File: src/rtl/seven_seg_scan_ctrl.sv
// Multiplexed seven-segment display scanner.
// Cycles through NUM_DIGITS anodes, PRESCALE cycles lit per digit, separated by
// GAP_CYCLES fully dark cycles so the previous digit's pattern never ghosts
// onto the next anode. New values are double-buffered and only swapped in at
// a frame boundary (or at once while dark) so a frame never mixes two values.
module seven_seg_scan_ctrl #(
  parameter int NUM_DIGITS = 4,
  parameter int PRESCALE   = 50000,
  parameter int GAP_CYCLES = 2
) (
  input  logic                      clk,
  input  logic                      rst_n,
  input  logic                      enable,
  input  logic                      blank_lz,
  input  logic                      load_valid,
  input  logic [4*NUM_DIGITS-1:0]   load_data,
  output logic                      load_ready,
  output logic [6:0]                seg_n,
  output logic [NUM_DIGITS-1:0]     an_n,
  output logic                      frame_done
);

  localparam int VW = 4 * NUM_DIGITS;
  localparam int DW = $clog2(PRESCALE);
  localparam int GW = $clog2(GAP_CYCLES + 1);
  localparam int IW = $clog2(NUM_DIGITS);

  localparam logic [DW-1:0] DWELL_LAST = DW'(PRESCALE - 1);
  localparam logic [GW-1:0] GAP_LAST   = GW'(GAP_CYCLES - 1);
  localparam logic [IW-1:0] IDX_LAST   = IW'(NUM_DIGITS - 1);

  typedef enum logic [1:0] {
    S_OFF  = 2'd0,
    S_SCAN = 2'd1,
    S_GAP  = 2'd2
  } state_t;

  // Standard hex font, segments {g,f,e,d,c,b,a}, active-low.
  function automatic logic [6:0] hex7(input logic [3:0] n);
    logic [6:0] s;
    case (n)
      4'h0: s = 7'b1000000;
      4'h1: s = 7'b1111001;
      4'h2: s = 7'b0100100;
      4'h3: s = 7'b0110000;
      4'h4: s = 7'b0011001;
      4'h5: s = 7'b0010010;
      4'h6: s = 7'b0000010;
      4'h7: s = 7'b1111000;
      4'h8: s = 7'b0000000;
      4'h9: s = 7'b0010000;
      4'hA: s = 7'b0001000;
      4'hB: s = 7'b0000011;
      4'hC: s = 7'b1000110;
      4'hD: s = 7'b0100001;
      4'hE: s = 7'b0000110;
      default: s = 7'b0001110;
    endcase
    return s;
  endfunction

  state_t                r_state, w_state_nxt;
  logic [IW-1:0]         r_idx, w_idx_nxt;
  logic [DW-1:0]         r_dwell, w_dwell_nxt;
  logic [GW-1:0]         r_gap, w_gap_nxt;

  logic [VW-1:0]         r_active, r_pending;
  logic                  r_pend_vld, r_load_ready;
  logic [6:0]            r_seg_n;
  logic [NUM_DIGITS-1:0] r_an_n;
  logic                  r_frame_done;

  logic                  w_accept, w_frame_end, w_xfer, w_pend_vld_nxt;
  logic [VW-1:0]         w_active_nxt;
  logic [3:0]            w_nib;
  logic [IW-1:0]         w_hi;
  logic                  w_blank;
  logic [6:0]            w_seg_nxt;
  logic [NUM_DIGITS-1:0] w_an_nxt;

  // Next state and counters; enable=0 overrides everything and zeroes the scan position.
  always_comb begin
    w_state_nxt = r_state;
    w_idx_nxt   = r_idx;
    w_dwell_nxt = r_dwell;
    w_gap_nxt   = r_gap;
    if (!enable) begin
      w_state_nxt = S_OFF;
      w_idx_nxt   = '0;
      w_dwell_nxt = '0;
      w_gap_nxt   = '0;
    end else begin
      case (r_state)
        S_OFF: begin
          w_state_nxt = S_SCAN;
          w_idx_nxt   = '0;
          w_dwell_nxt = '0;
          w_gap_nxt   = '0;
        end
        S_SCAN: begin
          if (r_dwell == DWELL_LAST) begin
            w_state_nxt = S_GAP;
            w_dwell_nxt = '0;
            w_gap_nxt   = '0;
          end else begin
            w_dwell_nxt = r_dwell + 1'b1;
          end
        end
        S_GAP: begin
          if (r_gap == GAP_LAST) begin
            w_state_nxt = S_SCAN;
            w_gap_nxt   = '0;
            w_dwell_nxt = '0;
            w_idx_nxt   = (r_idx == IDX_LAST) ? '0 : r_idx + 1'b1;
          end else begin
            w_gap_nxt = r_gap + 1'b1;
          end
        end
        default: w_state_nxt = S_OFF;
      endcase
    end
  end

  // Load handshake and frame-boundary transfer of pending into active.
  always_comb begin
    w_accept       = load_valid && r_load_ready;
    w_frame_end    = enable && (r_state == S_SCAN) && (r_dwell == DWELL_LAST) &&
                     (r_idx == IDX_LAST);
    w_xfer         = r_pend_vld && (w_frame_end || (r_state == S_OFF));
    w_active_nxt   = w_xfer ? r_pending : r_active;
    w_pend_vld_nxt = w_accept || (r_pend_vld && !w_xfer);
  end

  // Output decode from next-cycle values so the registered pins line up with the state.
  always_comb begin
    w_nib = 4'h0;
    w_hi  = '0;
    for (int i = 0; i < NUM_DIGITS; i++) begin
      if (w_idx_nxt == IW'(i)) w_nib = w_active_nxt[4*i +: 4];
      if (w_active_nxt[4*i +: 4] != 4'h0) w_hi = IW'(i);
    end
    // Digit 0 is never above w_hi, so it is never blanked.
    w_blank   = blank_lz && (w_idx_nxt > w_hi);
    w_seg_nxt = 7'h7F;
    w_an_nxt  = '1;
    if (w_state_nxt == S_SCAN) begin
      w_seg_nxt = w_blank ? 7'h7F : hex7(w_nib);
      for (int i = 0; i < NUM_DIGITS; i++)
        if (w_idx_nxt == IW'(i)) w_an_nxt[i] = 1'b0;
    end
  end

  // Scan state register.
  always_ff @(posedge clk or negedge rst_n) begin
    if (!rst_n) begin
      r_state <= S_OFF;
      r_idx   <= '0;
      r_dwell <= '0;
      r_gap   <= '0;
    end else begin
      r_state <= w_state_nxt;
      r_idx   <= w_idx_nxt;
      r_dwell <= w_dwell_nxt;
      r_gap   <= w_gap_nxt;
    end
  end

  // Double-buffered display value; reset drops any pending load.
  always_ff @(posedge clk or negedge rst_n) begin
    if (!rst_n) begin
      r_active     <= '0;
      r_pending    <= '0;
      r_pend_vld   <= 1'b0;
      r_load_ready <= 1'b1;
    end else begin
      if (w_accept) r_pending <= load_data;
      r_active     <= w_active_nxt;
      r_pend_vld   <= w_pend_vld_nxt;
      r_load_ready <= !w_pend_vld_nxt;
    end
  end

  // Registered display pins and frame pulse.
  always_ff @(posedge clk or negedge rst_n) begin
    if (!rst_n) begin
      r_seg_n      <= 7'h7F;
      r_an_n       <= '1;
      r_frame_done <= 1'b0;
    end else begin
      r_seg_n      <= w_seg_nxt;
      r_an_n       <= w_an_nxt;
      r_frame_done <= w_frame_end;
    end
  end

  assign seg_n      = r_seg_n;
  assign an_n       = r_an_n;
  assign frame_done = r_frame_done;
  assign load_ready = r_load_ready;

endmodule

File: config.mk
export PLATFORM = sky130hd
export DESIGN_NAME = seven_seg_scan_ctrl
export DESIGN_NICKNAME = d
export VERILOG_FILES = /design/src/rtl/seven_seg_scan_ctrl.sv
export SDC_FILE = /design/constraint.sdc
export NUM_CORES = 1
export LEC_CHECK = 0
export CAP_MARGIN = 20
export CORE_AREA = 2 2 89 91
export DETAILED_ROUTE_END_ITERATION = 8
export DIE_AREA = 0 0 91 93
export PLACE_DENSITY = 0.8
export SETUP_SLACK_MARGIN = 0.5
export SKIP_CTS_REPAIR_TIMING = 1
export SLEW_MARGIN = 20
export SYNTH_ARGS = -nofsm -noshare
export SYNTH_HDL_FRONTEND = slang
export SYNTH_SLANG_ARGS = --single-unit
File: constraint.sdc
create_clock -name clk -period 4.4 [get_ports clk]
set_input_delay 0.88 -clock clk [delete_from_list [all_inputs] [get_ports clk]]
set_output_delay 0.88 -clock clk [all_outputs]
set_load 0.01 [all_outputs]
==> summary.md <==
| Metric | Value |
|---|---|
| Min cycle time layout | 3820 ps |
| Vias per cell | 5.47 |
| CP arrival | 4090 ps |
| Min-delay src | r_pending[0] |
| FFs w/ async S/R, synth | 100% |
| Syn Inst Count | 322 |
| I/O Pins | 34 |
| Wire length per cell | 15.9 um |
| Fillers | 632 |
| Crit path top cell by count | o21ai_4 |
| Synthesis-to-finish area growth | 23.3% |
| TNS Setup | 0 ps |
| CTS buffer count | 9 |
| WHS Endpoint | r_pending[0] |
| R2r startpoint | r_dwell[0] |
| Slew headroom | 36.7% |
| Clk Tree Root Cell | clkbuf_8 |
| Number of diodes | 0 |
| Worst path cell trace | ha_4 -> nor4b_4 -> nand4_4 -> o21ai_4 -> clkbuf_16 -> mux2i_1 -> inv_1 -> or4_1 -> a41oi_2 -> or2_2 -> ha_1 -> nand2_1 -> nand2_2 -> o21ai_4 -> nor4b_2 -> a211oi_2 |
| Critical Path Source Type | flip-flop |
| DP Cell Count | 453 |
| Hold Path Cell Cnt | 1 |
| WP data required | 4660 ps |
| CORE AREA | 7530 um^2 |
| Seq/Total Area, Yosys | 48.5% |
| Clk Latency, worst-skew pair | 350 ps |
| CP max FO | 9 |
| Pre-antenna DRT Iters | 6 |
| Die area | 8460 um^2 |
| Antenna violations before repair | 0 |
| RSZ-0062 raised after global routing | false |
| Worst-case vdd ir drop | 0.000274 V |
| Initial Utilization | between 40% and 50% |
| Leakage | between 1.5 and 2 nW |
| Clock sinks | 68 |
| GP Congestion | 0.881 |
| Overall Power | around 2.0 mW |
| Die width | just over 90 um |
| Final clock skew | 12.4 ps |
| Power Density | 453 nW/um^2 |
| Vias in the first global route | between 2,000 and 3,000 |
| Syn Area/Cell | ~11 um^2 |
| FF-to-FF setup slack | around 580 ps |
| Gr ovfl total | 0 |
| Syn Nets | roughly 350 |
| Layout cells sized above 1 | 24.7% |
| CP Capture Type | flip-flop |
| First-pass GRT wire length | ~12,000 um |
| Yosys reg bits | 68 |
| Fraction of the cycle the final worst path needs | 86.9% |
| Top post-synthesis cells by area | dfrtp_1 40%, dfstp_2 8.9%, mux2_2 6.7%, mux2i_1 4.2%, ha_1 3.2% |
| Antenna viol nets, final | 0 |
| Row cnt | 32 |
| Final WL | approximately 7500 um |
| Maxcap violations | 0 |
| Critical path class | flip-flop to flip-flop |
| DRT iter0 DRCs | 114 |
| Yosys warnings | 0 |
| Hold Crit Class | flip-flop to flip-flop |
| CP max stage delay | 540 ps |
| Fmax | 0.262 GHz |
| Clock transition at path regs | 80 ps |
| Total global-route track usage | 18.3% |
| CTS max path bufs | 2 |
| Post-synth EDFFs | 0 |
| Max Slew Vio Count | 0 |
| Worst Tran Pin Value | between 900 and 1000 ps |
| Final hold slack | 507 ps |
| # DRC | 0 |
| Largest area contributor in the netlist | dfrtp_1 |
| Cells on worst reg2reg path | 16 |
| Post-detail-place hpwl | a little over 5000 um |
| Run status | finished clean |
| Via count | 2,600 |
| PortBufs | 33 |
| Die height | 93 um |
| Top_reg_cell synth | dfrtp_1 |
| Hold Fails Final Rpt | 0 |
| Final core area utilization | 58.0% |
| Fin nets | 398 |
| Top cell type's share of synthesized area | 39.6% |
| FF-to-FF End | seg_n[0] |
| Critical path's slowest cell | or4_1 |
| Final setup fails | 0 |
| CTS tree | done |
| Synth cell types | around 70 |
| Non-Filler Instances | 475 |
| Cell Area, Synth | between 3000 and 4000 um^2 |
| H-tree levels | 3 |
| Largest net degree at the start of global routing | 44 |
-- flip-flops by register name, summed over array words and instances (netlist names), 2 cells and up --
name       count
r_pending     16
an_n           4
r_state        2
r_gap          2
seg_n          7
r_active      16
r_idx          2
r_dwell       16
-- where the power goes --
group	switching [mW]	internal, mW
sequential	0.0584	0.766
clock	0.257	0.323
combinational	0.288	0.283
-- critical path, delay by kind of cell (launching register included) --
family | cells | cell delay (ps)
AND/OR/NAND/NOR | 7 | 1370
AO/OA/AOI/OAI | 4 | 930
flip-flops | 1 | 440
adder cells (fa/ha/maj) | 2 | 430
buffers and inverters | 2 | 300
multiplexers | 1 | 270
-- stage by stage --
stage	area (um^2)	worst slack (ps)
after floorplan	3540	543
after global placement	3990	26.8
after detailed placement	3990	-48.6
after CTS	4210	306
after global routing	4360	374
final	4360	577
-- cells by family after synthesis --
family,Yosys count,synth area share [%]
flops,68,48.5
fa+ha+maj,9,3.18
xor+xnor,10,2.48
simple gates,106,17.2
mux,37,11.4
buf+inv,32,4.24
compound gates,60,13.1
-- worst max-delay path by stage --
stage	endpoint	slack [ps]	cells past startpoint	start
2_1_floorplan	seg_n[0]	540	14	enable
4_1_cts	seg_n[0]	310	15	enable
6_report	seg_n[0]	580	16	r_dwell[0]
3_3_place_gp	seg_n[0]	30	14	enable
3_5_place_dp	seg_n[0]	-50	15	enable
5_1_grt	seg_n[0]	370	16	r_dwell[0]
-- cells in the final DEF, fill, tap and decap left out, drive strengths merged, types with 3 or more instances in the layout --
| master | Yosys | layout |
|---|---|---|
| dfrtp | 56 | 56 |
| clkdlybuf4s50 | 0 | 31 |
| nand2 | 25 | 25 |
| nor2 | 24 | 24 |
| inv | 21 | 23 |
| mux2 | 22 | 22 |
| o21ai | 18 | 18 |
| mux2i | 15 | 15 |
| buf | 7 | 13 |
| dfstp | 12 | 12 |
| nand3 | 11 | 11 |
| clkbuf | 4 | 10 |
| ha | 9 | 9 |
| xor2 | 8 | 8 |
| and3 | 6 | 6 |
| nand4 | 6 | 6 |
| a21oi | 6 | 6 |
| and2 | 5 | 5 |
| or2 | 5 | 5 |
| nor3 | 4 | 4 |
| a22oi | 4 | 4 |
| nand2b | 3 | 3 |
| a21boi | 3 | 3 |
| a31oi | 3 | 3 |
| a22o | 3 | 3 |
-- cells in the mapped netlist, drive strengths merged, types with 3 or more instances --
| cell | number |
|---|---|
| nor2 | 24 |
| nor3 | 4 |
| nand4 | 6 |
| a31oi | 3 |
| nand3 | 11 |
| nand2 | 25 |
| o21ai | 18 |
| a22oi | 4 |
| and3 | 6 |
| nand2b | 3 |
| a22o | 3 |
| mux2 | 22 |
| and2 | 5 |
| clkbuf | 4 |
| dfstp | 12 |
| xor2 | 8 |
| dfrtp | 56 |
| a21boi | 3 |
| or2 | 5 |
| ha | 9 |
| a21oi | 6 |
| mux2i | 15 |
| inv | 21 |
| buf | 7 |
-- area by class of cell --
| class | instances | area [um^2] | share of cell area (%) |
|---|---|---|---|
| clock buffers | 9 | 124 | 2.84 |
| clock inverters | 7 | 98.8 | 2.27 |
| inverters | 21 | 78.8 | 1.81 |
| multi-input cells | 222 | 1760 | 40.4 |
| flip-flops and latches | 68 | 1720 | 39.3 |
| well taps | 102 | 128 | 2.93 |
| repair buffers | 46 | 455 | 10.4 |
-- routing by layer --
| metal | global-route usage, % | vias to the layer above | share of wire (%) |
|---|---|---|---|
| met4 | 6.94 | 0 | 1.6 |
| met1 | 24.2 | 1281 | 45 |
| met2 | 29.1 | 62 | 49 |
| met3 | 4.59 | 10 | 4.3 |
| met5 | 0 | - | 0 |
| li1 | - | 1247 | - |
(Power assumes the default switching activity.)
==> RTL change: new RTL, config.mk and constraints unchanged <==
Set the parameter `NUM_DIGITS` to 2 (it was 4).
--- a/src/rtl/seven_seg_scan_ctrl.sv
+++ b/src/rtl/seven_seg_scan_ctrl.sv
@@ -4,7 +4,7 @@
 // onto the next anode. New values are double-buffered and only swapped in at
 // a frame boundary (or at once while dark) so a frame never mixes two values.
 module seven_seg_scan_ctrl #(
-  parameter int NUM_DIGITS = 4,
+  parameter int NUM_DIGITS = 2,
   parameter int PRESCALE   = 50000,
   parameter int GAP_CYCLES = 2
 ) (
Ports: changed (resized an_n and load_data); port bits go from 34 to 24. No check against the original RTL was run, so the function may have changed too.
==> RTL change against the original RTL <==
  * Area after synthesis decreased by 26%
  * Register-to-register slack better by 0.89 ns
  * Synthesized cell count is 25% lower
  * Final area shrank 31%
  * Combinational power fell by 31%
  * Die area did not move
  * Sequential cell count is 19 lower
  * Setup slack better by 0.50 ns
  * Hold slack better by 0.0014 ns
  * Global-route usage fell by 5.3 points
  * Wire length down 34%
  * Power shrank 37%
  * Largest cell class unchanged
==> RTL change: results <==
set metrics [dict create \
    dp.cells 357 \
    cpPeakStageDelay_ns 0.66 \
    io_buffers 23 \
    gp_congestion 0.8440 \
    synth_area_per_cell_um2 10.95 \
    track_usage_pct 12.98 \
    irDropWorstVdd_uv 188.3 \
    netlist-cell-type-count 50 \
    use_met3_pct 3.384 \
    reg2reg_slack_ns 1.47 \
    post-place-ws_ns 0.7582 \
    status "finished clean" \
    routed_wl_mm 4.998 \
    worstSkewPairLatency_ns 0.30 \
    grt_pass1_wl_mm 8.887 \
    hp-start "r_dwell[0]" \
    fillers 757 \
    wl_met3_um 171 \
    worst_pin_slew_ns 0.6174 \
    synth-compound-area-share_pct 13.86 \
    detail_route.vias_per_cell 5.041 \
    drtIter0Drc 69 \
    htreeDepth 2 \
    synth_fa_ha_area_share_pct 3.333 \
    hpwlAfterDp_mm 3.659 \
    wl_met1_mm 2.307 \
    finalClockSkew_ns 0.009057 \
    met1_usage_pct 16.81 \
    synth.area.mux_share_pct 11.29 \
    route.vias.total 1840 \
    power.leakage_nw 1.267 \
]
## RTL change: layout make-up
class / count / share of cell area [%]
clock buffer: 6 / 2.406
multi-input combinational: 166 / 42.18
clock inverter: 2 / 0.3318
tap: 102 / 4.231
inverter: 16 / 1.991
timing repair buffer: 24 / 7.798
sequential: 49 / 41.06
## RTL change: where the power goes
group | internal (mW) | switching [mW]
clock | 0.111 | 0.148
combinational | 0.196 | 0.201
sequential | 0.543 | 0.0531
total | 0.849 | 0.402
## RTL change: worst max-delay path by stage
stage / slack, ns / to / depth (start not counted) / start
floorplan: 1.29 / seg_n[3] / 12 / enable
global placement: 0.85 / seg_n[3] / 11 / enable
detailed placement: 0.76 / seg_n[3] / 11 / enable
CTS: 1.08 / seg_n[3] / 11 / enable
global route: 0.92 / seg_n[3] / 11 / enable
finish: 1.08 / seg_n[3] / 11 / enable
